[src/rtl/counter_sweep_ctrl.sv]
// counter_sweep_ctrl
// Owns a WIDTH-bit up/down count register and sweeps it between a programmed
// start and limit value. The sweep is one-shot, wrap or ping-pong, and a
// prescaler sets the step rate. A control master configures the block and
// then drives go/pause/stop. All outputs are registered.

module counter_sweep_ctrl #(
  parameter int WIDTH = 4,
  parameter int DIV_W = 8
) (
  input  logic             clk,
  input  logic             rst,
  input  logic             cfg_valid,
  output logic             cfg_ready,
  input  logic [WIDTH-1:0] cfg_start,
  input  logic [WIDTH-1:0] cfg_limit,
  input  logic [1:0]       cfg_mode,
  input  logic             cfg_dir,
  input  logic [DIV_W-1:0] cfg_div,
  input  logic             go,
  input  logic             pause,
  input  logic             stop,
  output logic [WIDTH-1:0] count,
  output logic             up_down,
  output logic             busy,
  output logic             done,
  output logic             wrap_pulse
);

  typedef enum logic [2:0] {
    S_IDLE,
    S_ARMED,
    S_RUN,
    S_HOLD,
    S_DONE
  } state_t;

  localparam logic [1:0] MODE_WRAP = 2'b01;
  localparam logic [1:0] MODE_PING = 2'b10;

  state_t             state_q, state_d;
  logic [WIDTH-1:0]   count_q, count_d;
  logic               up_down_q, up_down_d;
  logic               busy_q, busy_d;
  logic               done_q, done_d;
  logic               wrap_q, wrap_d;
  logic [DIV_W-1:0]   presc_q, presc_d;
  logic [WIDTH-1:0]   start_q, start_d;
  logic [WIDTH-1:0]   limit_q, limit_d;
  logic [1:0]         mode_q, mode_d;
  logic               dir_q, dir_d;
  logic [DIV_W-1:0]   div_q, div_d;

  logic [WIDTH-1:0]   endpoint;
  logic [WIDTH-1:0]   count_inc;
  logic [WIDTH-1:0]   count_dec;
  logic               at_end;
  logic               cfg_accept;

  // Configuration is only taken when nothing is sweeping; the endpoint flips
  // between limit and start depending on whether we still travel in the
  // configured direction.
  always_comb begin
    cfg_ready  = (state_q == S_IDLE) || (state_q == S_DONE);
    cfg_accept = cfg_valid && cfg_ready;
    endpoint   = (up_down_q == dir_q) ? limit_q : start_q;
    at_end     = (count_q == endpoint);
    count_inc  = count_q + WIDTH'(1);
    count_dec  = count_q - WIDTH'(1);
  end

  // Next-state and step logic; stop beats pause, pause beats go/step, and a
  // new configuration in DONE beats a simultaneous go.
  always_comb begin
    state_d   = state_q;
    count_d   = count_q;
    up_down_d = up_down_q;
    done_d    = 1'b0;
    wrap_d    = 1'b0;
    presc_d   = presc_q;
    start_d   = start_q;
    limit_d   = limit_q;
    mode_d    = mode_q;
    dir_d     = dir_q;
    div_d     = div_q;

    if (cfg_accept) begin
      start_d   = cfg_start;
      limit_d   = cfg_limit;
      mode_d    = cfg_mode;
      dir_d     = cfg_dir;
      div_d     = cfg_div;
      count_d   = cfg_start;
      up_down_d = cfg_dir;
      state_d   = stop ? S_IDLE : S_ARMED;
    end else begin
      case (state_q)
        S_ARMED: begin
          if (stop) begin
            state_d = S_IDLE;
          end else if (!pause && go) begin
            state_d = S_RUN;
            presc_d = '0;
          end
        end
        S_RUN: begin
          if (stop) begin
            state_d = S_IDLE;
          end else if (pause) begin
            state_d = S_HOLD;
          end else if (presc_q == div_q) begin
            presc_d = '0;
            if (!at_end) begin
              count_d = up_down_q ? count_inc : count_dec;
            end else begin
              case (mode_q)
                MODE_WRAP: begin
                  count_d = start_q;
                  wrap_d  = 1'b1;
                end
                MODE_PING: begin
                  up_down_d = ~up_down_q;
                  wrap_d    = 1'b1;
                  if (start_q != limit_q) begin
                    count_d = up_down_q ? count_dec : count_inc;
                  end
                end
                default: begin
                  state_d = S_DONE;
                  done_d  = 1'b1;
                end
              endcase
            end
          end else begin
            presc_d = presc_q + DIV_W'(1);
          end
        end
        S_HOLD: begin
          if (stop) begin
            state_d = S_IDLE;
          end else if (!pause) begin
            state_d = S_RUN;
          end
        end
        S_DONE: begin
          if (stop) begin
            state_d = S_IDLE;
          end else if (!pause && go) begin
            count_d   = start_q;
            up_down_d = dir_q;
            presc_d   = '0;
            state_d   = S_RUN;
          end
        end
        default: begin
          state_d = S_IDLE;
        end
      endcase
    end

    busy_d = (state_d == S_RUN) || (state_d == S_HOLD);
  end

  // State, count and configuration registers with synchronous reset.
  always_ff @(posedge clk) begin
    if (rst) begin
      state_q   <= S_IDLE;
      count_q   <= '0;
      up_down_q <= 1'b1;
      busy_q    <= 1'b0;
      done_q    <= 1'b0;
      wrap_q    <= 1'b0;
      presc_q   <= '0;
      start_q   <= '0;
      limit_q   <= '0;
      mode_q    <= '0;
      dir_q     <= 1'b0;
      div_q     <= '0;
    end else begin
      state_q   <= state_d;
      count_q   <= count_d;
      up_down_q <= up_down_d;
      busy_q    <= busy_d;
      done_q    <= done_d;
      wrap_q    <= wrap_d;
      presc_q   <= presc_d;
      start_q   <= start_d;
      limit_q   <= limit_d;
      mode_q    <= mode_d;
      dir_q     <= dir_d;
      div_q     <= div_d;
    end
  end

  assign count      = count_q;
  assign up_down    = up_down_q;
  assign busy       = busy_q;
  assign done       = done_q;
  assign wrap_pulse = wrap_q;

endmodule

[config.mk]
export PLATFORM = sky130hd
export DESIGN_NAME = counter_sweep_ctrl
export DESIGN_NICKNAME = d
export VERILOG_FILES = /design/src/rtl/counter_sweep_ctrl.sv
export SDC_FILE = /design/constraint.sdc
export NUM_CORES = 1
export LEC_CHECK = 0
export ABC_AREA = 1
export BUFFER_PORTS_ARGS = -buffer_cell sky130_fd_sc_hd__buf_2
export CAP_MARGIN = 20
export CORE_MARGIN = 2
export CORE_UTILIZATION = 55
export DETAILED_ROUTE_END_ITERATION = 6
export PLACE_DENSITY = 0.77
export SLEW_MARGIN = 10
export SYNTH_ARGS = -nofsm -noshare
export SYNTH_HDL_FRONTEND = slang
export SYNTH_SLANG_ARGS = --single-unit
[constraint.sdc]
create_clock -name clk -period 2.13 [get_ports clk]
set_input_delay 0.426 -clock clk [delete_from_list [all_inputs] [get_ports clk]]
set_output_delay 0.426 -clock clk [all_outputs]
set_load 0.03 [all_outputs]
==> results_dict.tcl, run 1 <==
set metrics [dict create \
    antenna_found_initial 0 \
    dr.pass1.iters 4 \
    grt_max_degree 24 \
    rrSetupSlack_ps 190 \
    reg2reg_to "up_down$_SDFFE_PP1P_" \
    p_clk_share_pct 29.5 \
    tightestPinTransition_ps 391 \
    syn_area_sq_um 2360 \
    cts.path.max_buffers 2 \
    fin_crit_sh_pct 91.1 \
    cts_tree "built" \
    wl_per_cell_um 13.0 \
    ctsResizeCount 0 \
    fmax_mhz 515 \
    cap_violations 0 \
    groute.usage.overall_pct 24.7 \
    grt_use_met2_pct 40.7 \
    core.rowCount 23 \
    worst_setup_path_end_kind "flip-flop" \
    min_path_type "input port to flip-flop" \
    die_h_um 69.6 \
    core-area_sq_um 4060 \
    path_cells "inv_2 -> nand2_4 -> nand2_4 -> nand2_4 -> nand2_2 -> nand2_2 -> nand2_2 -> nor2_4 -> nand2_4 -> nand2_1 -> nand3_1 -> nand2_1 -> nand3_1" \
    critical_path_class "flip-flop to flip-flop" \
    grt.busiest_layer "met2" \
    peakVddDrop_mv 0.463 \
    power_leakage_nw 1.25 \
    synth_fp_nets 390 \
    cts_buffers 5 \
    hold_viol 0 \
    grt_pass1_vias 2180 \
    holdWs_ps 391 \
    met1_usage_pct 32.4 \
    worstPathArrival_ps 2110 \
    num_vias 2433 \
    ant_nets 0 \
    cts_root_buf "clkbuf_8" \
    worstPathMaxFanout 7 \
    min_period_ps 1940 \
    combinationalPowerShare_pct 25.4 \
    r2r_start "up_down$_SDFFE_PP1P_" \
    rsz0062_at_grt "false" \
    finish.instance_area_sq_um 2690 \
    crit_slowest_cell "dfxtp_1" \
    status "finished clean" \
    powerDensity_nw_per_um2 652 \
    syn_to_final_growth_pct 14.0 \
    maxSlewViolCount 0 \
    crit_required_ps 2300 \
    fin_tns_setup_ps 0 \
    layout.nets 428 \
    p_int_mw 1.17 \
    ys_types 31 \
    vias_per_cell 5.42 \
    crit_top_cell "nand2_4" \
    setup_violations 0 \
    path_clk_slew_ps 80 \
    final_cell_mix "nand2_1 (84), nor2_1 (43), inv_1 (38), dfxtp_1 (38)" \
    hold_end "div_q[6]$_SDFFE_PP0P_" \
    syn_inst 360 \
    synth-seq-cells 38 \
    seq_area_frac_synth_pct 32.2 \
    holdPathStages 3 \
    routed_wl_um 5820 \
    met3_usage_pct 5.09 \
    start_util_pct 58.2 \
    syn_avg_cell_area_sq_um 6.57 \
    critPathMaxStageDelay_ps 560 \
    worstHoldStart "cfg_div[6]" \
    synth_warnings 0 \
    mostFrequentLayoutCell "nand2_1" \
    rr_worst_depth 13 \
    grt-ovfl-total 0 \
    sw_frac_of_total_pct 33.3 \
    place_congestion 0.922 \
    place_area_sq_um 2600 \
    cts_hold_buf 0 \
    route.detailed.drc 0 \
    die_w_um 69.6 \
    port_buffers 33 \
    num_antenna_cells 0 \
    post-cts-setup-buffers 0 \
    drtIter0Drc 159 \
    finClkSkew_ps 5.25 \
    htreeDepth 2 \
    hpwlAfterDp_um 4420 \
    cts_num_sinks 38 \
    startpoint_type "flip-flop" \
    slew_headroom_pct 73.8 \
    switching_power_uw 585 \
    drive_gt1_share_pct 19.0 \
    p_seq_share_pct 45.1 \
    grt_pass1_wl_um 9760 \
    die_area_sq_um 4840 \
    num_io_pins 34 \
    clock_latency_ps 290 \
]
logic make-up after synthesis:
kind of cell	after synthesis	share of synthesized area, %
xor+xnor	12	4.45
simple gates	191	37.6
compound gates	63	14.5
fa+ha+maj	5	2.65
buf+inv	51	8.58
flops	38	32.2
power groups by stage:
stage | Clock (mW) | Sequential [mW] | Combinational (mW)
6_report | 0.519 | 0.792 | 0.446
5_1_grt | 0.562 | 0.797 | 0.504
4_1_cts | 0.524 | 0.792 | 0.445
3_5_place_dp | 0 | 0.809 | 0.442
3_3_place_gp | 0 | 0.808 | 0.437
2_1_floorplan | 0 | 0.812 | 0.325
registers in the layout, summed over array words and instances, names as in the netlist, 2 cells and up:
register  cells
state_q       3
start_q       4
div_q         8
limit_q       4
presc_q       8
mode_q        2
count         4
layer usage:
metal	vias up	share of wire [%]
met5	-	0
met4	0	1.4
met3	9	5.9
met2	84	48
met1	1105	45
li1	1235	-
cell usage after synthesis:
master    count  area share [%]
nor2_1       43             6.8
ha_1          5             2.6
o221ai_1      1            0.37
o21ai_0      31             6.6
nor2_2        3            0.79
a21oi_2       4             1.5
xnor2_1      10             3.7
inv_2         4            0.64
nand3_1      33             7.0
inv_1        38             6.0
nand4_1       5             1.3
a31oi_1       1            0.26
nand2_1      84              13
xor2_1        2            0.74
buf_2         1            0.21
nor2_4        2            0.95
nand2_8       1            0.85
nor3_1        3            0.64
dfxtp_1      38              32
nand3_2       2            0.85
clkbuf_1      7             1.1
or2_2         1            0.26
nand3b_1      1            0.32
a21oi_1      22             4.7
o31ai_1       2            0.64
nor4_1        2            0.53
nand2_4       5             2.4
a22oi_1       1            0.32
o21ai_1       1            0.21
clkbuf_8      1            0.58
nand2_2       6             1.6
final cells by class:
class | instances | area [sq um]
Multi-Input combinational cell | 271 | 1400
Fill cell | 390 | 1360
Sequential cell | 38 | 761
Timing Repair Buffer | 40 | 218
Inverter | 42 | 158
Clock buffer | 6 | 82.6
Tap cell | 50 | 62.6
Clock inverter | 2 | 12.5
worst max-delay path by stage:
stage	startpoint	endpoint	slack [ps]	cells past startpoint
5_1_grt	up_down$_SDFFE_PP1P_	up_down$_SDFFE_PP1P_	70	13
3_3_place_gp	up_down$_SDFFE_PP1P_	up_down$_SDFFE_PP1P_	270	13
3_5_place_dp	cfg_valid	presc_q[4]$_SDFFE_PP0P_	270	9
4_1_cts	up_down$_SDFFE_PP1P_	up_down$_SDFFE_PP1P_	210	13
6_report	up_down$_SDFFE_PP1P_	up_down$_SDFFE_PP1P_	190	13
2_1_floorplan	up_down$_SDFFE_PP1P_	up_down$_SDFFE_PP1P_	340	14
per-stage QoR:
stage,worst slack (ps),std cells,util [%],total power [mW]
2_1_floorplan,338,360,-,1.14
3_3_place_gp,265,441,64.0,1.24
3_5_place_dp,266,441,64.0,1.25
4_1_cts,209,449,66.4,1.76
5_1_grt,65.8,449,66.4,1.86
6_report,190,449,66.4,1.76
critical path: cells and delay by family, from the launching register on:
kind	cells	cell delay (ps)
buffers and inverters	1	170
flip-flops	1	560
AND/OR/NAND/NOR	12	1090
Power figures use the tool's default switching activity.
==> inputs of run 2 (changes only) <==
CORE_ASPECT_RATIO = 0.9   (was not set)
CTS_BUF_LIST = sky130_fd_sc_hd__clkbuf_2 sky130_fd_sc_hd__clkbuf_4 sky130_fd_sc_hd__clkbuf_8   (was not set)
==> results_dict.tcl, run 2 (synthesized netlist as in run 1, its figures left out) <==
set metrics [dict create \
    hpwlAfterDp_um 4510 \
    min_period_ps 1910 \
    antenna_found_initial 0 \
    fillers 384 \
    power_leakage_nw 1.25 \
    rrSetupSlack_ps 220 \
    setup_violations 0 \
    die_h_um 66.2 \
    finClkSkew_ps 9.01 \
    switching_power_uw 599 \
    r2r_start "presc_q[0]$_SDFFE_PP0P_" \
    drtIter0Drc 233 \
    reg2reg_to "count[3]$_SDFFE_PP0P_" \
    cts.path.max_buffers 2 \
    ant_nets 0 \
    hold_end "div_q[0]$_SDFFE_PP0P_" \
    p_seq_share_pct 45.0 \
    crit_required_ps 2320 \
    cts_tree "built" \
    start_util_pct 57.6 \
    combinationalPowerShare_pct 25.6 \
    dr.pass1.iters 5 \
    cts_buffers 5 \
    fin_crit_sh_pct 89.9 \
    worstPathArrival_ps 2100 \
    grt_pass1_wl_um 9450 \
    core.rowCount 22 \
    fmax_mhz 523 \
    worstHoldStart "cfg_div[0]" \
    port_buffers 33 \
    post-cts-setup-buffers 0 \
    top_regs "div_q x8, presc_q x8" \
    layout.nets 427 \
    num_io_pins 34 \
    status "finished clean" \
    holdPathStages 3 \
    mostFrequentLayoutCell "nand2_1" \
    hold_viol 0 \
    critical_path_class "flip-flop to flip-flop" \
    vias_per_cell 5.41 \
    min_path_type "input port to flip-flop" \
    grt_max_degree 22 \
    worstPathMaxFanout 7 \
    route.detailed.drc 0 \
    peakVddDrop_mv 0.417 \
    rr_worst_depth 10 \
    core-area_sq_um 4100 \
    critPathLaunch "presc_q[0]$_SDFFE_PP0P_" \
    die_area_sq_um 4840 \
    maxSlewViolCount 0 \
    cts_root_buf "clkbuf_8" \
    ctsResizeCount 0 \
    place_congestion 0.956 \
    tightestPinTransition_ps 635 \
    utilization_pct 65.3 \
    die_w_um 73.1 \
    routed_wl_um 5840 \
    htreeDepth 2 \
    path_clk_slew_ps 80 \
    startpoint_type "flip-flop" \
    groute.usage.overall_pct 25.6 \
    num_antenna_cells 0 \
    powerDensity_nw_per_um2 655 \
    slew_headroom_pct 57.6 \
    drive_gt1_share_pct 18.8 \
    fin_tns_setup_ps 0 \
    p_int_mw 1.15 \
    grt-ovfl-total 0 \
    rsz0062_at_grt "false" \
    final_cell_mix "nand2_1 (84), nor2_1 (43), inv_1 (38), dfxtp_1 (38)" \
    worst_setup_path_end_kind "flip-flop" \
    wl_per_cell_um 13.1 \
    cap_violations 0 \
    p_clk_share_pct 29.4 \
    cts_num_sinks 38 \
    cts_hold_buf 0 \
    syn_to_final_growth_pct 13.3 \
    clock_latency_ps 300 \
    grt_pass1_vias 2105 \
    num_vias 2413 \
    sw_frac_of_total_pct 34.2 \
]
## run 2: layout make-up
cell class / count / area (sq um) / share of cell area (%)
Tap cell: 48 / 60.1 / 2.24
Clock buffer: 6 / 76.3 / 2.85
Timing Repair Buffer: 39 / 210 / 7.85
Multi-Input combinational cell: 271 / 1400 / 52.3
Inverter: 42 / 158 / 5.89
Clock inverter: 2 / 13.8 / 0.514
Sequential cell: 38 / 761 / 28.4
## run 2: per-layer routing
layer	part of all wire (%)	track usage, %	vias to the layer above
met5	0	0	-
li1	-	-	1241
met3	7.0	5.18	13
met1	47	34.5	1064
met2	44	39.4	95
met4	1.8	11.3	0
## run 2: metrics by stage
stage | hold WS, ps | worst slack (ps) | power, mW | std cells | instance area (sq um)
final | 376 | 216 | 1.75 | 446 | 2680
after global routing | 395 | 29.9 | 1.85 | 446 | 2680
after CTS | 370 | 246 | 1.76 | 446 | 2680
after detailed placement | 467 | 263 | 1.25 | 438 | 2590
after global placement | 459 | 267 | 1.24 | 438 | 2590
after floorplan | 444 | 338 | 1.14 | 360 | 2360
## run 2: how the worst max path moves through the flow
| stage | end | slack, ps | cells after the start |
|---|---|---|---|
| floorplan | up_down$_SDFFE_PP1P_ | 340 | 14 |
| global placement | count[3]$_SDFFE_PP0P_ | 270 | 10 |
| finish | count[3]$_SDFFE_PP0P_ | 220 | 10 |
| global route | count[3]$_SDFFE_PP0P_ | 30 | 11 |
| CTS | count[3]$_SDFFE_PP0P_ | 250 | 10 |
| detailed placement | count[3]$_SDFFE_PP0P_ | 260 | 12 |
## run 2: worst max-delay path, cell delays in order, from the launching register on
cell and delay [ps]:
dfxtp_1 410, xnor2_1 140, nand2_1 70, nor2_1 190
nand2_1 150, nand2_1 80, nand2_1 50, nor2_1 300
nand2_4 140, nor2_1 200, a21oi_2 80
## run 2: power groups by stage
stage | logic, mW | clock network (mW) | registers, mW
global route | 0.506 | 0.550 | 0.793
CTS | 0.446 | 0.524 | 0.788
finish | 0.450 | 0.515 | 0.789
detailed placement | 0.444 | 0 | 0.805
global placement | 0.439 | 0 | 0.804
floorplan | 0.325 | 0 | 0.812
